[src/rtl/shift_reg_pkg.sv]
// Shared definitions for the universal shift register.
//   MODE_*     : encodings of the 2-bit mode input
//   cnt_width  : bits needed to hold a shift count from 0 up to the word width
package shift_reg_pkg;

    localparam logic [1:0] MODE_HOLD = 2'b00;
    localparam logic [1:0] MODE_SHR  = 2'b01;
    localparam logic [1:0] MODE_SHL  = 2'b10;
    localparam logic [1:0] MODE_LOAD = 2'b11;

    function automatic int cnt_width(input int width);
        return $clog2(width + 1);
    endfunction

endpackage

[src/rtl/shift_cnt_sat.sv]
// Saturating up-counter with synchronous clear and a terminal-count pulse.
// Ports:
//   clk, rst : clock and synchronous active-high reset
//   clr      : forces the count to zero and suppresses the pulse
//   inc      : advance by one unless already at MAX
//   cnt_o    : current count, 0..MAX
//   tc_o     : registered one-cycle pulse after the count reaches MAX
module shift_cnt_sat
    import shift_reg_pkg::*;
#(
    parameter int MAX   = 4,
    parameter int CNT_W = cnt_width(MAX)
) (
    input  logic             clk,
    input  logic             rst,
    input  logic             clr,
    input  logic             inc,
    output logic [CNT_W-1:0] cnt_o,
    output logic             tc_o
);

    localparam logic [CNT_W-1:0] MAX_C = CNT_W'(MAX);
    localparam logic [CNT_W-1:0] ONE_C = CNT_W'(1);

    logic [CNT_W-1:0] cnt_q, cnt_d;
    logic             tc_q,  tc_d;

    // The pulse only fires on the increment that lands on MAX, so increments
    // while already saturated leave it low until a clear re-arms the count.
    always_comb begin
        cnt_d = cnt_q;
        tc_d  = 1'b0;
        if (clr) begin
            cnt_d = '0;
        end else if (inc && (cnt_q != MAX_C)) begin
            cnt_d = cnt_q + ONE_C;
            tc_d  = (cnt_q == (MAX_C - ONE_C));
        end
    end

    always_ff @(posedge clk) begin
        if (rst) begin
            cnt_q <= '0;
            tc_q  <= 1'b0;
        end else begin
            cnt_q <= cnt_d;
            tc_q  <= tc_d;
        end
    end

    assign cnt_o = cnt_q;
    assign tc_o  = tc_q;

endmodule

[src/rtl/shift_reg_univ.sv]
// Parametrised universal shift register: hold, shift right, shift left and
// parallel load, plus a saturating count of shifts since the last load/reset.
// Ports:
//   clk, rst          : clock and synchronous active-high reset
//   en                : clock enable; low freezes register and count
//   mode              : 00 hold, 01 shift right, 10 shift left, 11 load
//   sin_msb, sin_lsb  : serial inputs for shift right / shift left
//   pin               : parallel load data
//   pout              : register contents
//   sout_lsb, sout_msb: serial outputs (q[0], q[WIDTH-1])
//   cnt               : shifts since last load/reset, saturating at WIDTH
//   done              : one-cycle pulse when cnt reaches WIDTH
module shift_reg_univ
    import shift_reg_pkg::*;
#(
    parameter int               WIDTH     = 4,
    parameter logic [WIDTH-1:0] RESET_VAL = {WIDTH{1'b0}},
    parameter int               CNT_W     = cnt_width(WIDTH)
) (
    input  logic             clk,
    input  logic             rst,
    input  logic             en,
    input  logic [1:0]       mode,
    input  logic             sin_msb,
    input  logic             sin_lsb,
    input  logic [WIDTH-1:0] pin,
    output logic [WIDTH-1:0] pout,
    output logic             sout_lsb,
    output logic             sout_msb,
    output logic [CNT_W-1:0] cnt,
    output logic             done
);

    logic [WIDTH-1:0] q_q, q_d;
    logic             shift_s;
    logic             load_s;

    always_comb begin
        q_d     = q_q;
        shift_s = 1'b0;
        load_s  = 1'b0;
        if (en) begin
            case (mode)
                MODE_SHR: begin
                    q_d     = {sin_msb, q_q[WIDTH-1:1]};
                    shift_s = 1'b1;
                end
                MODE_SHL: begin
                    q_d     = {q_q[WIDTH-2:0], sin_lsb};
                    shift_s = 1'b1;
                end
                MODE_LOAD: begin
                    q_d    = pin;
                    load_s = 1'b1;
                end
                default: q_d = q_q;
            endcase
        end
    end

    always_ff @(posedge clk) begin
        if (rst) begin
            q_q <= RESET_VAL;
        end else begin
            q_q <= q_d;
        end
    end

    // Direction does not matter to the counter: every shift edge counts.
    shift_cnt_sat #(
        .MAX   (WIDTH),
        .CNT_W (CNT_W)
    ) u_cnt (
        .clk   (clk),
        .rst   (rst),
        .clr   (load_s),
        .inc   (shift_s),
        .cnt_o (cnt),
        .tc_o  (done)
    );

    assign pout     = q_q;
    assign sout_lsb = q_q[0];
    assign sout_msb = q_q[WIDTH-1];

endmodule

[config.mk]
export PLATFORM = sky130hd
export DESIGN_NAME = shift_reg_univ
export DESIGN_NICKNAME = d
export VERILOG_FILES = /design/src/rtl/shift_reg_pkg.sv /design/src/rtl/shift_cnt_sat.sv /design/src/rtl/shift_reg_univ.sv
export SDC_FILE = /design/constraint.sdc
export NUM_CORES = 1
export LEC_CHECK = 0
export ABC_AREA = 1
export CAP_MARGIN = 20
export CORE_MARGIN = 2
export CORE_UTILIZATION = 41
export CTS_CLUSTER_SIZE = 40
export DETAILED_ROUTE_END_ITERATION = 16
export HOLD_SLACK_MARGIN = 0.05
export PLACE_DENSITY_LB_ADDON = 0.12
export SYNTH_ARGS = -nofsm -noshare
export SYNTH_HDL_FRONTEND = slang
export SYNTH_SLANG_ARGS = --single-unit
[constraint.sdc]
create_clock -name clk -period 1.3 [get_ports clk]
set_input_delay 0.26 -clock clk [delete_from_list [all_inputs] [get_ports clk]]
set_output_delay 0.26 -clock clk [all_outputs]
set_load 0.1 [all_outputs]
# ---- Yosys cells after proc, flatten, opt, wreduce, memory -nomap -nowiden
# Index checks and enable logic that the tools add are counted.
dict set report totals {
  wordCells 21
  regBits 8
}
dict set report classes {
  n_mux 5
  addsub 1
  eq_ne 5
  bitwise_logic 1
  n_reduce_logical 6
}
# op count
set ops {}
lappend ops {{one-hot mux 4 bit (3 select lines)} 1}
lappend ops {{== test 2 bit (second input constant)} 2}
lappend ops {{2-to-1 mux 1 bit} 4}
lappend ops {{OR reduction 2 bit} 2}
lappend ops {{adder 3 x 1 -> 3 bit (second input constant)} 1}
lappend ops {{== test 3 x 2 -> 1 bit (second input constant)} 1}
lappend ops {{!= test 3 bit (second input constant)} 1}
lappend ops {{nonzero test 3 bit} 1}
lappend ops {{OR reduction 3 bit} 1}
lappend ops {{== test 2 x 1 -> 1 bit (second input constant)} 1}
lappend ops {{AND reduction 2 bit} 1}
lappend ops {{logical AND 1 bit} 1}
lappend ops {{inverter 1 bit} 1}

# ---- Logic depth before layout (Yosys ltp)
dict set report logic_depth {
  ltp_word 7
  mapped_depth 8
  depth_no_buf 8
}

# ---- Cells and area by module
# A second synthesis with hierarchy kept.
dict set report hier_totals {
  hier_cells 81
  hier_area_um2 534.3
}
# module cells_per_inst area_per_inst_um2 instances seq_area_each_um2
set modules_own_cells {}
lappend modules_own_cells {shift_reg_univ 52 321.6 1 80.1}
lappend modules_own_cells {shift_cnt_sat 29 212.7 1 80.1}

# ---- Worst setup path before layout
# No wires, ideal clock.
dict set report synth_path {
  path_kind {reg-to-reg}
  startpoint {reg u_cnt.cnt_q[0], in the netlist u_cnt.cnt_o[0]}
  endpoint {reg u_cnt.cnt_q[0], in the netlist u_cnt.cnt_o[0]}
  arrival_ps 1692
  t_required_ps 1190
  setup_slack_ps -502
  path_stages_with_launch 7
  cell_sequence {dfxtp_1 > inv_1 > ha_1 > nand2_1 > nand3_1 > nand2_1 > nor2_2}
}
dict set report synth_between {
  elab_chain_cells 2
  word_cells_on_any_way 3
  cone_classes {add/sub: 1; eq/ne: 1; reduce/logical: 1}
}
# item line
set synth_lines {}
lappend synth_lines {{from (decl)} shift_cnt_sat.sv:25} ;# logic [CNT_W-1:0] cnt_q, cnt_d;
lappend synth_lines {{from (signal assigned)} shift_cnt_sat.sv:46} ;# cnt_q <= cnt_d;
lappend synth_lines {{branches (longest 2 deep; another with adder 3 x 1 -> 3 bit)} -}
# Several ways; the timed one is not identified.
# A chain may end at the register's enable or synchronous reset.

# ---- Worst setup path after layout
dict set report layout_path {
  startpoint {reg q_q[1], in the netlist pout[1]}
  endpoint {out pout[1]}
}
# item line
set layout_rtl {}
lappend layout_rtl {{from (decl)} shift_reg_univ.sv:34} ;# logic [WIDTH-1:0] q_q, q_d;
lappend layout_rtl {{from (signal assigned)} shift_reg_univ.sv:65} ;# q_q <= q_d;
lappend layout_rtl {{to (decl)} shift_reg_univ.sv:27} ;# output logic [WIDTH-1:0] pout,
# No word-level cell between the ends.

==> results.yml <==
yosys:
  synth_area_sq_um: 534
  ys_ff_latch: 8
  yosys_warnings: 0
  avgSynthCellArea_sq_um: 6.52
  synth_cell_types: 16
  synth_cells: 82
  syn_nets: 99
  synthTopCellsByArea: "dfxtp_1 30%, ha_1 14%, nand2_1 13%, inv_1 9.8%, nor2_1 9.8%"
  synth_top_area_share_pct: 30.0
  seq_area_frac_synth_pct: 30.0
  yosysTopAreaCell: "dfxtp_1"
timing:
  clock.fmax_ghz: 0.854
  finalCriticalPeriod_ns: 1.17
  skew_ns: 0.0130
  setup_viol_count_final: 0
  holdWs_ns: 0.539
  drv_slew: 0
  period_share_pct: 90.1
  relSlewSlack_pct: 82.4
  worstMarginPinSlew_ns: 0.264
  final_hold_viol_count: 0
  rsz0062_at_grt: "false"
finish:
  drive_gt1_share_pct: 24.8
  nets: 123
  post-route-util_pct: 70.7
  n_antenna_cell: 0
  areaGrowthSynthToFinish_pct: 65.8
  fillCellCount: 103
floorplanning:
  die_area_sq_mm: 0.00161
  rows: 13
  core-area_sq_mm: 0.00125
  start_util_pct: 42.7
  fp.dieW_microns: 40.1
  pin_count: 21
  die_y_microns: 40.1
worst_setup_path:
  arrival_ns: 0.91
  critPathLaunchType: "flop"
  end_kind: "primary output"
  path_max_fanout: 4
  critPathMaxStageDelay_ns: 0.43
  critPathKind: "reg2out"
  path_buf_inv: 1
  path_cells: "buf_12"
  crit_family: "flip-flops"
  cp.required_ns: 1.04
  cpMaxStageDelayCell: "dfxtp_1"
global_routing:
  grt_pass1_wl_mm: 2.07
  grt_overflow: 0
  grt_pass1_vias: 541
  grt_start_max_net_pins: 7
  track_usage_pct: 20.8
  antenna_found_initial: 0
routing:
  routedWlPerCell_microns: 9.97
  drtIter0Drc: 18
  viasPerCell: 4.78
  firstDrtPassIters: 4
  drc: 0
  wirelength_mm: 1.20
  vias: 573
  drtAntennaViolNets: 0
clocking:
  ctsHoldBuffers: 0
  clock-root-buffer: "clkbuf_4"
  postCtsSetupRepairBufs: 0
  numCtsBuffers: 3
  clk_latency_ns: 0.27
  clockBufferDepth: 2
  cts_tree: "done"
  cts.htree.levels: 1
  cts.sinks: 8
  clk_pin_slew_ns: 0.06
power_and_ir_drop:
  p_per_area_mw_per_mm2: 1020
  ir_drop_mv: 0.705
  p_leak_nw: 0.425
worst_hold_path:
  min_path_type: "reg2reg"
placement:
  gp_congestion: 0.748
  portBuffers: 20
  hpwl_microns: 961
status:
  status: "completed"
flow_run:
  timing.max_cap.violations: 0
## state kept, by name, indices dropped and copies added, names as in the netlist
register,flops
u_cnt.tc_o,1
u_cnt.cnt_o,3
pout,4
## per-stage QoR
| stage | instance area [sq um] | cells | TNS (ns) | total power (W) | worst slack, ns |
|---|---|---|---|---|---|
| 3_3_place_gp | 862 | 116 | -1.81 | 0.000689 | -0.259 |
| 4_1_cts | 886 | 120 | 0 | 0.000909 | 0.129 |
| 2_1_floorplan | 551 | 82 | -0.127 | 0.000543 | -0.0342 |
| 3_5_place_dp | 862 | 116 | -2.17 | 0.000696 | -0.345 |
| 5_1_grt | 886 | 120 | 0 | 0.000951 | 0.0847 |
| 6_report | 886 | 120 | 0 | 0.000905 | 0.128 |
## path summary, 6_finish.rpt
kind / slack [ns] / from / cells past startpoint / endpoint
worst max-delay path: 0.13 / pout[1] / 1 / pout[1]
worst min-delay path: 0.54 / u_cnt.cnt_o[1] / 2 / u_cnt.cnt_o[1]
worst max register to register: 0.19 / u_cnt.cnt_o[1] / 5 / u_cnt.cnt_o[2]
worst min register to register: 0.54 / u_cnt.cnt_o[1] / 2 / u_cnt.cnt_o[1]
## power breakdown
part	internal (W)	switching, W	total [W]
Sequential	0.000264	0.0000303	0.000294
Clock	0.000118	0.0000986	0.000217
Combinational	0.000149	0.000246	0.000395
## per-layer routing
layer,up-vias,track usage (%),wire length [microns]
met5,-,0,0
li1,291,-,-
met4,0,15.5,46
met1,252,18.8,459
met2,23,36.3,604
met3,7,8.89,86
## area by class of cell
class	instances	area [sq um]	share of cell area (%)
clock buffers	4	26.3	2.97
flip-flops and latches	8	176	19.9
multi-input cells	55	294	33.2
repair buffers	21	305	34.5
inverters	17	65.1	7.34
well taps	15	18.8	2.12
## Yosys cell counts
library cell and instances:
nand2_1 19, dfxtp_1 8, ha_1 6, nand2_2 1
a21oi_1 2, nand3_1 5, clkinv_2 1, buf_4 2
o21ai_1 4, nor2_4 1, inv_2 2, a21oi_2 1
nand3b_1 1, nor2_1 14, nor2_2 1, inv_1 14
## cells in the final DEF (no fill, tap or decap), drive strengths merged
master and instances:
a21oi 3, buf 11, clkbuf 4, clkdlybuf4s50 8, clkinv 1, dfxtp 8, dlygate4sd2 2, ha 6
inv 16, nand2 20, nand3 5, nand3b 1, nor2 16, o21ai 4
## kinds of logic (layout without fill, tap and decap cells)
logic type      Yosys count  after routing  share of synthesized area (%)
buf+inv                  19             42                           15.0
simple gates             42             42                           33.7
fa+ha+maj                 6              6                           14.1
compound gates            7              7                           7.26
flops                     8              8                           30.0
## repair_timing
action / CTS / global route
hold endpoints to repair: 0 / 0
endpoints found under the setup margin: 5 / 0
resized for setup: 2 / 0
No activity file was read; power rests on OpenSTA's default activity.
